<file path="config.mk">
export PLATFORM = sky130hd
export DESIGN_NAME = cpu_step_ctrl
export DESIGN_NICKNAME = d
export VERILOG_FILES = /design/src/rtl/cpu_step_ctrl.sv
export SDC_FILE = /design/constraint.sdc
export NUM_CORES = 1
export LEC_CHECK = 0
export ABC_AREA = 1
export CAP_MARGIN = 0
export CORE_UTILIZATION = 30
export CTS_CLUSTER_DIAMETER = 100
export DETAILED_ROUTE_END_ITERATION = 10
export PLACE_DENSITY = 0.56
export SLEW_MARGIN = 15
export SYNTH_ARGS = -nofsm -noshare
export SYNTH_HDL_FRONTEND = slang
export SYNTH_SLANG_ARGS = --single-unit
</file>
<file path="constraint.sdc">
create_clock -name clk -period 5.7 [get_ports clk]
set_input_delay 1.14 -clock clk [delete_from_list [all_inputs] [get_ports clk]]
set_output_delay 1.14 -clock clk [all_outputs]
set_load 0.01 [all_outputs]
</file>
<file path="src/rtl/cpu_step_ctrl.sv">
// Run/step/halt controller: gates the single-cycle core through cpu_en,
// debounces the step button and counts enabled cycles.
module cpu_step_ctrl #(
  parameter int unsigned DB_MAX  = 100000,
  parameter int unsigned RUN_DIV = 1
) (
  input  logic        clk,
  input  logic        rst,
  input  logic        run_sw,
  input  logic        step_btn,
  input  logic        halt,
  output logic        cpu_en,
  output logic [31:0] cycle_cnt,
  output logic [1:0]  state_o
);

  localparam int unsigned DB_W  = 20;
  localparam int unsigned DIV_W = 8;
  localparam int unsigned CNT_W = 32;

  localparam logic [DB_W-1:0]  DB_LAST  = DB_W'(DB_MAX - 1);
  localparam logic [DIV_W-1:0] DIV_LAST = DIV_W'(RUN_DIV - 1);

  typedef enum logic [1:0] {
    IDLE = 2'b00,
    RUN  = 2'b01,
    STEP = 2'b10,
    HALT = 2'b11
  } state_t;

  state_t            state;
  logic              run_s1, run_s;
  logic              btn_s1, btn_s;
  logic              db_state, db_state_d;
  logic [DB_W-1:0]   db_cnt;
  logic [DIV_W-1:0]  div_cnt;
  logic              step_pulse;

  // two-flop synchronisers for the asynchronous board inputs
  always_ff @(posedge clk or posedge rst) begin
    if (rst) begin
      run_s1 <= 1'b0;
      run_s  <= 1'b0;
      btn_s1 <= 1'b0;
      btn_s  <= 1'b0;
    end else begin
      run_s1 <= run_sw;
      run_s  <= run_s1;
      btn_s1 <= step_btn;
      btn_s  <= btn_s1;
    end
  end

  // debounced level only follows btn_s after DB_MAX consecutive mismatches
  always_ff @(posedge clk or posedge rst) begin
    if (rst) begin
      db_state   <= 1'b0;
      db_state_d <= 1'b0;
      db_cnt     <= '0;
    end else begin
      db_state_d <= db_state;
      if (btn_s == db_state) begin
        db_cnt <= '0;
      end else if (db_cnt == DB_LAST) begin
        db_state <= btn_s;
        db_cnt   <= '0;
      end else begin
        db_cnt <= db_cnt + DB_W'(1);
      end
    end
  end

  assign step_pulse = db_state & ~db_state_d;

  // run/step/halt FSM; div_cnt only advances while staying in RUN
  always_ff @(posedge clk or posedge rst) begin
    if (rst) begin
      state   <= IDLE;
      div_cnt <= '0;
    end else begin
      div_cnt <= '0;
      case (state)
        IDLE: begin
          if (run_s)           state <= RUN;
          else if (step_pulse) state <= STEP;
        end
        RUN: begin
          if (halt)        state <= HALT;
          else if (!run_s) state <= IDLE;
          else             div_cnt <= (div_cnt == DIV_LAST) ? '0 : div_cnt + DIV_W'(1);
        end
        STEP:    state <= halt ? HALT : IDLE;
        HALT:    state <= HALT;
        default: state <= IDLE;
      endcase
    end
  end

  // halt masks the enable in the very cycle it is decoded
  assign cpu_en = ((state == STEP) | ((state == RUN) & (div_cnt == DIV_LAST))) & ~halt;

  always_ff @(posedge clk or posedge rst) begin
    if (rst) begin
      cycle_cnt <= '0;
    end else if (cpu_en) begin
      cycle_cnt <= cycle_cnt + CNT_W'(1);
    end
  end

  assign state_o = state;

endmodule

</file>
==> out/metrics.csv, run 1 <==
metric,value,unit
holdBufCountCts,0,
io_pins,40,
drv_cap,0,
layout.cells.most_common,nand2_1,
status,"finished, final reports clean",
drt-initial-drc-count,153,
layout.cells.non_filler,778,
worstPathMaxFanout,3,
slew_headroom,31.5,%
clockBufferDepth,2,
ir_drop,0.000106,V
placedCellCount,762,
syn-num-nets,570,
crit_path_end_kind,primary output,
synth_edf_count,0,
dp_slack,1.98,ns
hold_viol_final,0,
first_global_vias,3486,
design.die.area,13800,um2
synth_top_area_share,42.6,%
row_count,41,
multi_input_area,1950,um2
finalWorstSetupSlack,1.98,ns
numPortBuffers,39,
wl_met1,4.57,mm
seqCellArea,1700,um2
drc,0,
syn_inst,556,
hp-class,flip-flop to flip-flop,
cp.arrival,2.58,ns
grt-ovfl-total,0,
synth-async-reset-ratio,100,%
final_cell_mix,"168 x nand2_1, 85 x nor2_1, 73 x inv_1",
final_max_slew_viol_count,0,
initial_core_util,31.1,%
num_vias,3534,
vias_per_cell,4.54,
finalSetupViolations,0,
nNetsFinal,615,
die_h,117,um
synth_area_leaders,"dfrtp_1 43%, nand2_1 16%, nor2_1 8.0%, inv_1 7.0%, nand3_1 4.9%",
ant_nets,0,
timing.final.crit_share,65.3,%
max_freq,269,MHz
fillers,1362,
period_minus_slack,3.72,ns
grt_use_total,14.7,%
tns,0,ns
syn_area,3990,um2
rsz0062_at_grt,false,
wl_met3,390,um
setup.worst_path.start_class,input pin,
antenna_found_initial,0,
clk_pin_slew,0.05,ns
ys_ff_latch,68,
grt_first_pass_wirelength,16.4,mm
ys.flop_type,dfrtp_1,
cts.sinks,68,
htreeDepth,3,
syn_avg_cell_area,7.18,um2
firstDrtPassIters,4,
place_hpwl,6.85,mm
ys_warn_count,0,
post-cts-setup-buffer-count,0,
numCtsBuffers,9,
top_layer,met4,
powerDensity,219,nW/um2
finalPower,1.07,mW
place.gp.congestion,0.833,
leakagePower,2.19,nW
cts_tree,done,
cts-resized-gates,0,
finalWirelength,9.40,mm
path_class,input pin to primary output,
finClkSkew,0.00768,ns
worst_ep_required_time,4.56,ns
chipWidth,117,um
antenna_cells,0,
ys_seq_area_share,42.6,%
area_growth,21.8,%
insertion_delay,0.34,ns
synth_area_leader_cell,dfrtp_1,
tightest_slew,1.02,ns
wl_per_cell,12.1,um
synth_cell_types,27,
grt_max_degree,58,
root_buffer,clkbuf_16,
dr_wl_met2,4.26,mm
coreArea,12800,um2
final_core_util,37.9,%
drive_above_1_share,7.43,%
## report_power, final
part	leakage [nW]	internal, mW	switching [mW]	total, mW
clock	0.149	0.354	0.204	0.558
combinational	1.13	0.00506	0.0147	0.0198
sequential	0.907	0.486	0.00247	0.489
total	2.19	0.846	0.221	1.07
## synthesized netlist by cell type (4+ instances only)
cell,n
nor2_4,4
inv_1,74
nand2_1,169
xor2_1,12
o21ai_0,18
nor2_2,10
inv_2,4
dfrtp_1,68
nand3b_1,12
nor3_1,9
nor2_1,85
nand4_1,11
ha_1,9
nand3_1,39
a21oi_1,7
## final timing paths
path / start / to / slack, ns / cells past startpoint
worst min-delay path: btn_s1$_DFF_PP0_ / btn_s$_DFF_PP0_ / 0.37 / 0
worst max-delay path: halt / cpu_en / 1.98 / 5
min in group asynchronous: rst / state_o[1]$_DFFE_PP0P_ / 1.13 / 2
worst max register to register: state_o[1]$_DFFE_PP0P_ / cycle_cnt[5]$_DFFE_PP0P_ / 3.57 / 10
max in group asynchronous: rst / db_cnt[6]$_DFF_PP0_ / 3.60 / 3
worst min register to register: btn_s1$_DFF_PP0_ / btn_s$_DFF_PP0_ / 0.37 / 0
## through the flow
| stage | instance area [um2] | hold slack, ns |
|---|---|---|
| finish | 4870 | 0.367 |
| global route | 4870 | 0.377 |
| detailed placement | 4560 | 0.362 |
| floorplan | 3990 | 0.331 |
| global placement | 4560 | 0.336 |
| CTS | 4870 | 0.373 |
## layer usage
layer | vias up | GRT usage (%)
met5 | - | 0
met4 | 0 | 5.28
met3 | 16 | 4.77
met2 | 60 | 23.2
met1 | 1637 | 18.8
li1 | 1821 | -
## registers in the layout (all words and copies together) (netlist names)
| register | cells |
|---|---|
| db_state_d | 1 |
| run_s1 | 1 |
| db_state | 1 |
| div_cnt | 8 |
| db_cnt | 20 |
| cycle_cnt | 32 |
| btn_s | 1 |
| state_o | 2 |
| btn_s1 | 1 |
| run_s | 1 |
## worst max-delay path: stages
cell,delay [ns]
clkdlybuf4s50_1,0.46
nor2_1,0.17
nand3_1,0.11
nand2_2,0.14
clkdlybuf4s50_1,0.57
## cell type report
cell class	count	share of cell area (%)
flip-flops and latches	68	35.0
inverters	78	6.02
repair buffers	41	8.33
well taps	172	4.42
multi-input cells	403	40.1
clock buffers	16	6.20
## cell families (layout without fill, tap and decap cells)
logic type | after synthesis | in the layout | synth area share, %
buf+inv | 85 | 135 | 8.65
fa+ha+maj | 9 | 9 | 2.82
flops | 68 | 68 | 42.6
compound gates | 28 | 28 | 3.54
xor+xnor | 15 | 15 | 3.29
simple gates | 351 | 351 | 39.1
Power figures use the tool's default switching activity.
==> run 2: changes to the inputs <==
Clock period 5.7 ns to 3.48 ns, I/O delays scaled along.
==> out/metrics.csv, run 2 (same netlist as run 1, synthesis figures left out) <==
metric,value,unit,change
status,"finished, final reports clean",,
die_h,117,um,unchanged
clockBufferDepth,2,,unchanged
hold_viol_final,0,,unchanged
insertion_delay,0.34,ns,about the same
layout.cells.non_filler,780,,+0.26%
coreArea,12800,um2,unchanged
final_max_slew_viol_count,0,,unchanged
post-cts-setup-buffer-count,0,,unchanged
layout.cells.most_common,nand2_1,,
period_minus_slack,2.84,ns,
nNetsFinal,617,,+0.33%
cp.arrival,2.15,ns,-0.43 ns
clk_pin_slew,0.06,ns,about the same
firstDrtPassIters,4,,unchanged
rrSetupSlack,1.36,ns,-2.21 ns
antenna_cells,0,,unchanged
timing.rr.start,state_o[1]$_DFFE_PP0P_,,
antenna_found_initial,0,,unchanged
reg_top3,"cycle_cnt (32), db_cnt (20), div_cnt (8)",,
max_freq,352,MHz,
fillers,1357,,-0.37%
numCtsBuffers,9,,unchanged
design.die.area,13800,um2,unchanged
path_class,input pin to primary output,,
grt_use_total,14.6,%,-0.17 points
finalSetupViolations,0,,unchanged
largest_register_ffs,32,,unchanged
worst_ep_required_time,2.78,ns,-1.78 ns
crit_path_end,cpu_en,,
ir_drop,0.000246,V,+130%
regMostFlops,cycle_cnt,,
cts-resized-gates,0,,unchanged
ant_nets,0,,unchanged
hp-start,btn_s1$_DFF_PP0_,,
placedCellCount,764,,+0.26%
htreeDepth,3,,unchanged
numPortBuffers,39,,unchanged
place_hpwl,6.94,mm,+1.3%
tightest_slew,0.572,ns,-0.448 ns
crit_path_end_kind,primary output,,
multi_input_area,1950,um2,unchanged
crit_start,halt,,
powerDensity,371,nW/um2,+69%
grt_first_pass_wirelength,16.3,mm,-0.42%
worstPathMaxFanout,3,,unchanged
row_count,41,,unchanged
drv_cap,0,,unchanged
place.gp.congestion,0.852,,+2.3%
finClkSkew,0.00731,ns,-0.000375 ns
first_global_vias,3438,,-1.4%
drive_above_1_share,7.89,%,+0.47 points
initial_core_util,31.1,%,unchanged
root_buffer,clkbuf_16,,
finalPower,1.82,mW,+70%
cts.sinks,68,,unchanged
grt-ovfl-total,0,,unchanged
num_vias,3576,,+1.2%
seqCellArea,1700,um2,unchanged
rr_endpoint,cycle_cnt[3]$_DFFE_PP0P_,,
hp-class,flip-flop to flip-flop,,
area_growth,22.6,%,
grt_max_degree,58,,unchanged
drt-initial-drc-count,175,,+14%
slew_headroom,61.8,%,+30 points
drc,0,,unchanged
io_pins,40,,unchanged
wl_per_cell,12.0,um,-0.91%
vias_per_cell,4.58,,+0.93%
rsz0062_at_grt,false,,
chipWidth,117,um,unchanged
timing.final.crit_share,81.7,%,
setup.worst_path.start_class,input pin,,
cts_tree,done,,
r2r_cells,10,,unchanged
holdBufCountCts,0,,unchanged
tns,0,ns,unchanged
leakagePower,2.19,nW,+0.42%
finalWirelength,9.34,mm,-0.66%
final_cell_mix,"168 x nand2_1, 85 x nor2_1, 73 x inv_1",,
[run 2: changes by cell type in the layout (fill, tap and decap cells not counted), sizes merged]
cell      change
clkinv        +2
clkinvlp      +2
buf           +2
bufinv        +2
clkbuf        -6
[run 2: layout make-up]
type,count,area share [%]
multi-input combinational,403,39.8
sequential,68,34.7
timing repair buffer,43,8.58
inverter,78,5.98
clock buffer,10,4.68
tap,172,4.39
clock inverter,6,1.81
[run 2: report_power, final]
part / total (mW) / switching (mW) / internal (mW)
registers: 0.800 / 0.00352 / 0.796
logic: 0.0342 / 0.0244 / 0.00980
clock network: 0.985 / 0.358 / 0.627
total: 1.82 / 0.385 / 1.43
[run 2: worst max-delay path, cell delays in order]
cell	delay [ns]
clkdlybuf4s50_1	0.45
nor2_1	0.17
nand3_1	0.12
nand2_2	0.15
clkdlybuf4s50_1	0.57
[run 2: worst min-delay path by stage]
stage	to	cells after the start
after floorplan	btn_s$_DFF_PP0_	0
after global placement	btn_s$_DFF_PP0_	0
after detailed placement	btn_s$_DFF_PP0_	0
after CTS	btn_s$_DFF_PP0_	0
after global routing	btn_s$_DFF_PP0_	0
final	btn_s$_DFF_PP0_	0
[run 2: through the flow]
step	hold slack (ns)	instance area (um2)	util, %	setup WS, ns
3_3_place_gp	0.336	4580	35.7	0.666
6_report	0.351	4900	38.2	0.635
5_1_grt	0.380	4900	38.2	0.574
2_1_floorplan	0.331	3990	-	1.07
3_5_place_dp	0.342	4580	35.7	0.657
4_1_cts	0.354	4900	38.2	0.645
[run 2: layer usage]
| layer | vias to the layer above | GRT usage [%] | part of all wire (%) |
|---|---|---|---|
| met5 | - | 0 | 0 |
| met4 | 0 | 5.19 | 0.76 |
| met3 | 7 | 3.36 | 3.6 |
| met2 | 74 | 23.7 | 47 |
| met1 | 1666 | 18.8 | 49 |
| li1 | 1829 | - | - |
==> edit, RTL diff (settings of run 2) <==
Put one more register stage on the output `cycle_cnt`, without a reset. The value now appears one clock later. The other outputs are not delayed to match.
--- a/src/rtl/cpu_step_ctrl.sv
+++ b/src/rtl/cpu_step_ctrl.sv
@@ -29,2 +29,4 @@
   } state_t;
+
+  logic [31:0] cycle_cnt_s0;
 
@@ -103,5 +105,5 @@
     if (rst) begin
-      cycle_cnt <= '0;
+      cycle_cnt_s0 <= '0;
     end else if (cpu_en) begin
-      cycle_cnt <= cycle_cnt + CNT_W'(1);
+      cycle_cnt_s0 <= cycle_cnt_s0 + CNT_W'(1);
     end
@@ -111,2 +113,6 @@
 
+  always_ff @(posedge clk) begin
+    cycle_cnt <= cycle_cnt_s0;
+  end
+
 endmodule
Formal check against the unedited RTL: not equivalent (a bounded check fails within 10 cycles, from zero or initial values and one cycle with rst high).
==> edit against run 2 <==
Critical endpoint unchanged; worst setup slack improved by 0.0032 ns; power rose by 18%; clock power fell by 3.5%; cell area rose by 7.0%; sequential cell count rose by 32; largest cell class is now registers; routed wire length fell by 2.1%; cell count fell by 4.5%; area after synthesis rose by 9.0%; utilization fell by 0.87 points; non-clock buffer count fell by 1; worst hold slack improved by 0.0075 ns.
==> edit: results (changes against run 2) <==
CTS H-tree lvls=3 (unchanged); register area share after synthesis=0.538 (+0.112); nets@finish=574 (-7.0%); Post-Syn Nets=525 (-7.9%); maximum vdd ir drop=220 uV (-11%); vias in the first global route=3261 (-5.1%); main flop type after synthesis=dfrtp_1; Resize count post-CTS=0 (unchanged); gpl congestion=0.911 (+7.0%); Min Hold Slack=0.358 ns (+0.00745 ns); Max transition margin=0.453 (-0.165); Pre-Repair DR Iteration Count=5 (+1); CP Data Arrival Time=2.15 ns (about the same); FF-to-FF path depth=9 (-1); pin count of the biggest net entering global routing=46 (-21%); GRT Resource Usage Total=0.138 (-0.00785); top flop regs=cycle_cnt (32), cycle_cnt_s0 (32), db_cnt (20); placed inst area=4960 sq um (+8.3%); Distinct cells, synth=27 (unchanged); Root Buffer=clkbuf_16; number of DRC markers in iteration 0=200 (+14%); Commonest cells post-synth=nand2_1 (129), nor2_1 (80), dfrtp_1 (68); placed cell count=729 (-4.6%); Hold Crit Class=flop to flop; Fin Clk Skew=0.00641 ns (-0.000900 ns); CTS clk-pin slew, worst paths=0.06 ns (about the same); critical register-to-register path endpoint=cycle_cnt_s0[5]; CTS buffer count=9 (unchanged); antenna cells=0 (unchanged); Post-Synthesis Cells=511 (-8.1%); worst slack, placed=0.663 ns (+0.00611 ns); initial antenna violation count=0 (unchanged); ys async rst share=0.680 (-0.320); Leakage Power=2.23 nW (+1.7%); Avg WL per Cell=12.3 um (+2.5%); placed wire-length estimate=6.69 mm (-3.6%); outcome=complete, no violations; R2R setup slack=1.47 ns (+0.11 ns); first-pass GRT wire length=15.6 mm (-4.1%); vias per std cell=4.50 (-1.9%); routed via count=3352 (-6.3%); top cells by area, synth=dfrtp_1 (39%), dfxtp_1 (15%), nand2_1 (11%), nor2_1 (6.9%), inv_1 (4.8%); share of cells above drive strength 1=0.0637 (-0.0152); Worst-Skew Late Latency=0.35 ns; RR Startpoint=state_o[1]; final worst slack=0.638 ns (+0.00316 ns); port buffer count=39 (unchanged)
==> edit: changes by cell type in the layout (fill, tap and decap cells not counted), sizes merged, moves of 3 or more <==
cell / before / now
xnor2: 3 / 18
inv: 78 / 60
nand3b: 12 / 6
dfxtp: 0 / 32
o21ai: 20 / 9
nor3: 12 / 15
nor2: 99 / 86
nand2: 173 / 133
==> edit: cell families after synthesis <==
logic type | count (synthesis) | share of synthesized area
buffers and inverters | 61 | 0.0569
AOI/OAI and AO/OA | 14 | 0.0161
and+or+nand+nor | 297 | 0.301
xor gates and xnor gates | 30 | 0.0621
DFF | 100 | 0.538
adders and majority gates | 9 | 0.0259
==> edit: worst min path at each step <==
| stage | start | depth (start not counted) | end |
|---|---|---|---|
| 6_report | btn_s1 | 0 | btn_s |
| 4_1_cts | btn_s1 | 0 | btn_s |
| 5_1_grt | btn_s1 | 0 | btn_s |
| 2_1_floorplan | btn_s1 | 0 | btn_s |
| 3_3_place_gp | btn_s1 | 0 | btn_s |
| 3_5_place_dp | btn_s1 | 0 | btn_s |
==> edit: report_power, final <==
group	switching, mW	internal, mW	leakage (nW)
Combinational	0.0243	0.00899	0.907
Sequential	0.00382	1.16	1.19
Clock	0.442	0.509	0.140
Total	0.470	1.68	2.23
==> edit: layout make-up <==
cell class              count  area [sq um]
repair buffers             42           413
inverters                  57           214
multi-input cells         350          1760
well taps                 180           225
fillers                  1430          8800
clock inverters             6          43.8
flip-flops and latches    100          2340
clock buffers              10           239
==> edit: critical path: stages <==
cell             delay (ns)
clkdlybuf4s50_1        0.45
nor2_1                 0.22
nand3_2                0.12
nand2_4                0.11
clkdlybuf4s50_1        0.55
==> edit: metal layers <==
layer,share of wire,GRT usage
met2,0.46,0.217
met5,0,0
met1,0.48,0.176
met4,0.017,0.0564
met3,0.041,0.0404
